## src/rtl/pc_unit.sv

```systemverilog
// Program-counter unit for the fetch stage.
// It supports sequential advance, stall, PC-relative branch, absolute jump,
// call/return through a circular return-address stack, and an exception
// redirect that captures the EPC. Redirects that would land on a misaligned
// address, and returns with an empty stack, raise a one-cycle fault pulse
// and go to the exception vector.
module pc_unit #(
   parameter int          WIDTH        = 32,
   parameter int          STEP         = 4,
   parameter logic [63:0] RESET_VECTOR = 64'h0,
   parameter logic [63:0] EXC_VECTOR   = 64'h0000_0080,
   parameter int          RAS_DEPTH    = 4
) (
   input  logic                             clk,
   input  logic                             reset,
   input  logic                             stall,
   input  logic                             branch,
   input  logic signed [WIDTH-1:0]          branch_off,
   input  logic                             jump,
   input  logic                             call,
   input  logic                             ret,
   input  logic        [WIDTH-1:0]          target,
   input  logic                             exc,
   output logic        [WIDTH-1:0]          pc_value,
   output logic        [WIDTH-1:0]          pc_seq,
   output logic        [WIDTH-1:0]          epc,
   output logic [$clog2(RAS_DEPTH+1)-1:0]   ras_count,
   output logic                             fault,
   output logic        [1:0]                fault_cause
);

   localparam int CNT_W = $clog2(RAS_DEPTH + 1);
   localparam int PTR_W = (RAS_DEPTH > 1) ? $clog2(RAS_DEPTH) : 1;

   localparam logic [WIDTH-1:0] RST_PC     = WIDTH'(RESET_VECTOR);
   localparam logic [WIDTH-1:0] EXC_PC     = WIDTH'(EXC_VECTOR);
   localparam logic [WIDTH-1:0] STEP_W     = WIDTH'(STEP);
   // STEP is a power of two, so the low-bit mask is STEP-1 (all zero when STEP=1,
   // which disables the alignment check without a special case).
   localparam logic [WIDTH-1:0] ALIGN_MASK = WIDTH'(STEP - 1);

   localparam logic [1:0] CAUSE_ALIGN = 2'b01;
   localparam logic [1:0] CAUSE_UFLOW = 2'b10;

   function automatic logic misaligned(input logic [WIDTH-1:0] addr);
      return |(addr & ALIGN_MASK);
   endfunction

   function automatic logic [PTR_W-1:0] ptr_inc(input logic [PTR_W-1:0] p);
      return (p == PTR_W'(RAS_DEPTH - 1)) ? '0 : p + PTR_W'(1);
   endfunction

   function automatic logic [PTR_W-1:0] ptr_dec(input logic [PTR_W-1:0] p);
      return (p == '0) ? PTR_W'(RAS_DEPTH - 1) : p - PTR_W'(1);
   endfunction

   // Return-address storage; wr_ptr points at the slot the next push fills,
   // so the top of stack is the slot just below it (modulo depth).
   logic [WIDTH-1:0] ras_mem [RAS_DEPTH];
   logic [PTR_W-1:0] wr_ptr;

   logic [WIDTH-1:0] top_entry;
   logic [WIDTH-1:0] br_target;
   logic [WIDTH-1:0] pc_nxt;
   logic [WIDTH-1:0] epc_nxt;
   logic             fault_nxt;
   logic [1:0]       cause_nxt;
   logic             push;
   logic             pop;

   assign pc_seq    = pc_value + STEP_W;
   assign top_entry = ras_mem[ptr_dec(wr_ptr)];
   assign br_target = pc_value + $unsigned(branch_off);

   // Next-PC selection in priority order: exc > stall > ret > jump > branch > seq.
   always_comb begin
      pc_nxt    = pc_seq;
      epc_nxt   = epc;
      fault_nxt = 1'b0;
      cause_nxt = fault_cause;
      push      = 1'b0;
      pop       = 1'b0;
      if (exc) begin
         pc_nxt  = EXC_PC;
         epc_nxt = pc_value;
      end else if (stall) begin
         pc_nxt = pc_value;
      end else if (ret) begin
         if (ras_count == '0) begin
            fault_nxt = 1'b1;
            cause_nxt = CAUSE_UFLOW;
            pc_nxt    = EXC_PC;
            epc_nxt   = pc_value;
         end else begin
            // The entry is consumed even if it turns out to be misaligned.
            pop = 1'b1;
            if (misaligned(top_entry)) begin
               fault_nxt = 1'b1;
               cause_nxt = CAUSE_ALIGN;
               pc_nxt    = EXC_PC;
               epc_nxt   = pc_value;
            end else begin
               pc_nxt = top_entry;
            end
         end
      end else if (jump) begin
         if (misaligned(target)) begin
            fault_nxt = 1'b1;
            cause_nxt = CAUSE_ALIGN;
            pc_nxt    = EXC_PC;
            epc_nxt   = pc_value;
         end else begin
            pc_nxt = target;
            push   = call;
         end
      end else if (branch) begin
         if (misaligned(br_target)) begin
            fault_nxt = 1'b1;
            cause_nxt = CAUSE_ALIGN;
            pc_nxt    = EXC_PC;
            epc_nxt   = pc_value;
         end else begin
            pc_nxt = br_target;
         end
      end
   end

   // Control state: PC, EPC, fault flags and stack bookkeeping.
   always_ff @(posedge clk or negedge reset) begin
      if (!reset) begin
         pc_value    <= RST_PC;
         epc         <= '0;
         ras_count   <= '0;
         wr_ptr      <= '0;
         fault       <= 1'b0;
         fault_cause <= 2'b00;
      end else begin
         pc_value    <= pc_nxt;
         epc         <= epc_nxt;
         fault       <= fault_nxt;
         fault_cause <= cause_nxt;
         if (push) begin
            wr_ptr <= ptr_inc(wr_ptr);
            if (ras_count != CNT_W'(RAS_DEPTH))
               ras_count <= ras_count + CNT_W'(1);
         end else if (pop) begin
            wr_ptr    <= ptr_dec(wr_ptr);
            ras_count <= ras_count - CNT_W'(1);
         end
      end
   end

   // Stack data needs no reset; a full stack simply overwrites its oldest slot.
   always_ff @(posedge clk) begin
      if (push)
         ras_mem[wr_ptr] <= pc_seq;
   end

endmodule

```

## config.mk

```make
export PLATFORM = sky130hd
export DESIGN_NAME = pc_unit
export DESIGN_NICKNAME = d
export VERILOG_FILES = /design/src/rtl/pc_unit.sv
export SDC_FILE = /design/constraint.sdc
export NUM_CORES = 1
export LEC_CHECK = 0
export ABC_CLOCK_PERIOD_IN_PS = 7600
export BUFFER_PORTS_ARGS = -buffer_cell sky130_fd_sc_hd__buf_2
export CAP_MARGIN = 20
export CORE_UTILIZATION = 62
export CTS_CLUSTER_SIZE = 12
export DETAILED_ROUTE_END_ITERATION = 16
export PLACE_DENSITY = 0.95
export SYNTH_ARGS = -nofsm -noshare
export SYNTH_HDL_FRONTEND = slang
export SYNTH_SLANG_ARGS = --single-unit
```

## constraint.sdc

```tcl
create_clock -name clk -period 7.6 [get_ports clk]
set_input_delay 1.14 -clock clk [delete_from_list [all_inputs] [get_ports clk]]
set_output_delay 1.14 -clock clk [all_outputs]
set_load 0.05 [all_outputs]
```

Yosys cells after proc, flatten, opt, wreduce, memory -nomap -nowiden
Memories as Yosys holds them, arrays and structs flattened.
Index checks and enable logic that the tools add are counted.

word-level totals
  output and inout port bits = 102
  bits in latches = 0
  flip-flop bits (word level) = 72
  word-level logic and storage cells = 88
  bits of input ports = 72
  bits in writable memories = 128
  ROM bits = 0
  memories kept = 1

operators by class
  multiplexer cells = 52
  multiply operators = 0
  shift-type cells = 0
  $add $sub $neg = 6
  reduce and logical (&&, ||, !) cells = 13
  divide/modulo/power cells = 0
  magnitude comparators = 0
  bitwise operators = 2
  equality and inequality tests = 8

memories
  memory   words  bits a word  read ports  clocked after memory_dff  write ports  RTL line  text
  ras_mem  4      32           1           0                         1            59        logic [WIDTH-1:0] ras_mem [RAS_DEPTH];

operators by type and width
  kind                                              number
  two-way mux 32 bit                                18
  adder 32 x 3 -> 32 bit, second input constant     1
  adder 32 bit                                      1
  two-way mux 2 bit                                 11
  two-way mux 1 bit                                 20
  two-way mux 3 bit                                 3
  != test 4 x 1 -> 1 bit, second input constant     2
  nonzero test 4 bit                                2
  != test 3 x 1 -> 1 bit, second input constant     2
  AND reduction 6 bit                               1
  nonzero test 3 bit                                2
  OR reduction 2 bit                                3
  AND reduction 5 bit                               1
  != test 2 x 1 -> 1 bit, second input constant     2
  adder 3 x 1 -> 3 bit, second input constant       1
  zero test 3 bit                                   1
  != test 3 bit, second input constant              1
  subtractor 3 x 1 -> 3 bit, second input constant  1
  adder 2 x 1 -> 2 bit, second input constant       1
  == test 2 bit, second input constant              1
  zero test 2 bit                                   1
  inverter 1 bit                                    2
  AND reduction 2 bit                               1
  nonzero test 2 bit                                1
  subtractor 2 x 1 -> 2 bit, second input constant  1

Longest topological paths before layout
An unclocked memory read counts as a cell.

  depth in word-level cells = 9
  depth in mapped cells = 12
  depth with buffers taken out = 12

Worst setup path after synthesis
OpenSTA, ideal clock, no wires.

  path kind = reg-to-output
  start = reg pc_value[4]
  end = out pc_seq[31]
  data required time = 6,460 ps
  arrival time = 2,820 ps
  buffers on the path = 0
  path slack = 3,640 ps
  cell stages (with the launch flop) = 6
  path through = dfrtp_1 > nand4_1 > or3_1 > or3_4 > nor3_2 > xor2_1

between the ends
  longest elaborated chain between the ends = 1

RTL lines
  item                    RTL line  text
  start, declared         24        output logic [WIDTH-1:0] pc_value,
  start signal, assigned  138       pc_value <= pc_nxt;
  adder 32 x 3 -> 32 bit  71        assign pc_seq = pc_value + STEP_W;
  end, declared           25        output logic [WIDTH-1:0] pc_seq,

Every way passes these cells.

Final worst setup path
  start = reg pc_value[2]
  end = out pc_seq[24]

The elaborated chain is that of the path after synthesis.

==> out/metrics.cfg <==
[layout]
drive_above_1_share=0.280
final_cell_area_sq_mm=0.0124
num-nets-final=1179
areaGrowthSynthToFinish_pct=14.7
antenna_cells=0

[yosys]
yosysSeqAreaShare=0.523
synthTopCellsByArea=edfxtp_1 (36%), dfrtp_1 (17%), mux4_2 (6.3%)
synth.cell_area_sq_mm=0.0108
synth_top_area_cell=edfxtp_1
synth_edf_count=128
async_flop_share=0.360
syn_avg_cell_area_sq_um=11.8
synth-warning-count=0
synthesis.nets=1028
ys_ff_latch=200
synth.top_cell.area_share=0.356
synth_ff_type=edfxtp_1
yosysUniqueCellTypes=80
synthCells=918

[floorplan]
dieArea_sq_mm=0.0179
pin_count=174
rows=47
die_w_microns=134
dieHeight_microns=134
initial_utilization=0.642
core_sq_mm=0.0168

[timing]
relSlewSlack=0.328
whs_ns=0.497
clock_skew_ns=0.00813
finalSetupTns_ns=0
setup_viol=0
min_period_ns=4.46
fmax_mhz=224
report.final.slew_viol_count=0
hold_viol=0
rsz0062_at_grt=no
period_share=0.586
tightestPinTransition_ns=1.01

[place]
post_dp_cell_area_sq_mm=0.0118
io_buffers=173
gp_routability_congestion=0.920
hpwlAfterDp_microns=20900

[routing]
drtIter0Drc=1588
via_count=8952
wl_microns=30900
ant_nets=0
drc=0
viasPerCell=6.88
wire_per_inst_microns=23.8
firstDrtPassIters=7

[clock_network]
htree_num_levels=4
cts_setup_buffers=0
clk_latency_ns=0.43
cts.clk_slew.worst_paths_ns=0.07
cts_max_path_buffers=2
cts_tree=yes
hold_buffers=0
ctsResizeCount=0
cts_num_sinks=200
cts_buffers=17
root_buffer=clkbuf_16

[worst_setup_path]
critPathSlowestCell=dfrtp_1
r2r-start=wr_ptr[0]$_DFFE_PN0P_
cp-start-kind=flip-flop
crit_fanout=9
startpoint=pc_value[2]$_DFFE_PN0P_
end_kind=primary output
crit_chain=ha_1 > nand3_1 > or3_1 > nor2_1 > nand3_1 > xnor2_1 > buf_2
crit_required_ns=6.46
crit_type=reg2out
arrival_ns=3.32
cp_common_cell=nand3_1
cpPeakStageDelay_ns=0.57

[grt]
grt_pass1_vias=8469
antenna_found_initial=1
grt_max_degree=73
track_usage=0.354
grt-ovfl-total=0
grt_pass1_wl_microns=47900

[power]
p_leak_nw=5.23
power_density_mw_per_mm2=286
ir_drop_v=0.000250

[hold_path]
hp-start=fault_cause[0]$_DFFE_PN0P_
hold_class=reg2reg

[status]
outcome=finished clean

[run]
maxCapViolations=0

==> kinds of logic after synthesis <==
family          synth area share
compound gates             0.151
simple gates               0.110
buf+inv                   0.0285
xor+xnor                  0.0452
fa+ha+maj                 0.0454
flops                      0.523
mux                       0.0978
==> final cells by class <==
class,instances,area (sq um)
clock buffers,21,440
clock inverters,11,114
multi-input cells,643,4860
inverters,20,75.1
well taps,220,275
fillers,1068,4430
flip-flops and latches,200,5650
repair buffers,187,973
==> where the power goes <==
group | switching, mW | total, mW | internal (mW)
clock | 0.412 | 0.871 | 0.459
combinational | 0.873 | 1.36 | 0.486
sequential | 0.0859 | 1.32 | 1.23
==> cell usage after synthesis, drive strengths merged (20+ instances only) <==
cell	number
inv	20
clkbuf	34
a21oi	87
ha	36
nand2	73
dfrtp	72
nor2	58
xnor2	33
xor2	21
a31oi	27
mux2	32
buf	21
nand3	27
mux4	30
edfxtp	128
o21ai	35
==> registers in the layout, summed over array words and instances (netlist names) <==
name,flops
ras_mem,128
epc,32
pc_value,32
ras_count,3
fault_cause,2
wr_ptr,2
fault,1
==> per-stage QoR <==
| stage | std cells | setup WS [ns] | power (mW) | utilization |
|---|---|---|---|---|
| 2_1_floorplan | 918 | 3.64 | 2.32 | - |
| 3_3_place_gp | 1269 | 3.78 | 2.63 | 0.703 |
| 3_5_place_dp | 1269 | 3.66 | 2.66 | 0.703 |
| 4_1_cts | 1301 | 3.28 | 3.53 | 0.736 |
| 5_1_grt | 1302 | 2.97 | 3.67 | 0.737 |
| 6_report | 1302 | 3.14 | 3.55 | 0.737 |
==> placed cells by master (no fill, tap or decap), types with 5 or more instances in the layout <==
master and instances:
nand3_1 27, a211oi_1 7, a221oi_1 6, buf_2 172, nor2_1 55, a21oi_1 85, xor2_1 20, xnor2_1 32
mux4_2 30, ha_1 36, and2_1 7, nand2_1 73, buf_4 15, nand4_1 8, o31ai_1 5, edfxtp_1 128
nand2b_1 7, nor3_1 14, dfrtp_1 72, or3_1 5, mux2_2 32, clkbuf_16 17, a22o_1 7, a21o_1 18
o21ai_0 32, and3_1 18, inv_1 19, a31oi_1 26
==> routing by layer <==
| metal | global-route usage | part of all wire |
|---|---|---|
| met1 | 0.498 | 0.37 |
| met2 | 0.533 | 0.45 |
| met3 | 0.0911 | 0.14 |
| met4 | 0.138 | 0.037 |
| met5 | 0 | 0 |
==> critical path: cells and delay by family, from the launching register on <==
family | cells | cell delay, ns
XOR/XNOR | 1 | 0.44
adder cells (fa/ha/maj) | 1 | 0.28
buffers and inverters | 1 | 0.37
flip-flops | 1 | 0.57
AND/OR/NAND/NOR | 4 | 1.22
==> final timing paths <==
check / slack [ns] / end / cells after the start
hold reg to reg: 0.50 / fault_cause[0]$_DFFE_PN0P_ / 1
min in group asynchronous: 0.85 / fault_cause[1]$_DFFE_PN0P_ / 1
setup reg to reg: 3.86 / epc[29]$_DFFE_PN0P_ / 12
max in group asynchronous: 6.06 / pc_value[18]$_DFFE_PN0P_ / 1
setup / recovery: 3.14 / pc_seq[24] / 7
hold / removal: 0.50 / fault_cause[0]$_DFFE_PN0P_ / 1
No activity file was read; power rests on OpenSTA's default activity.
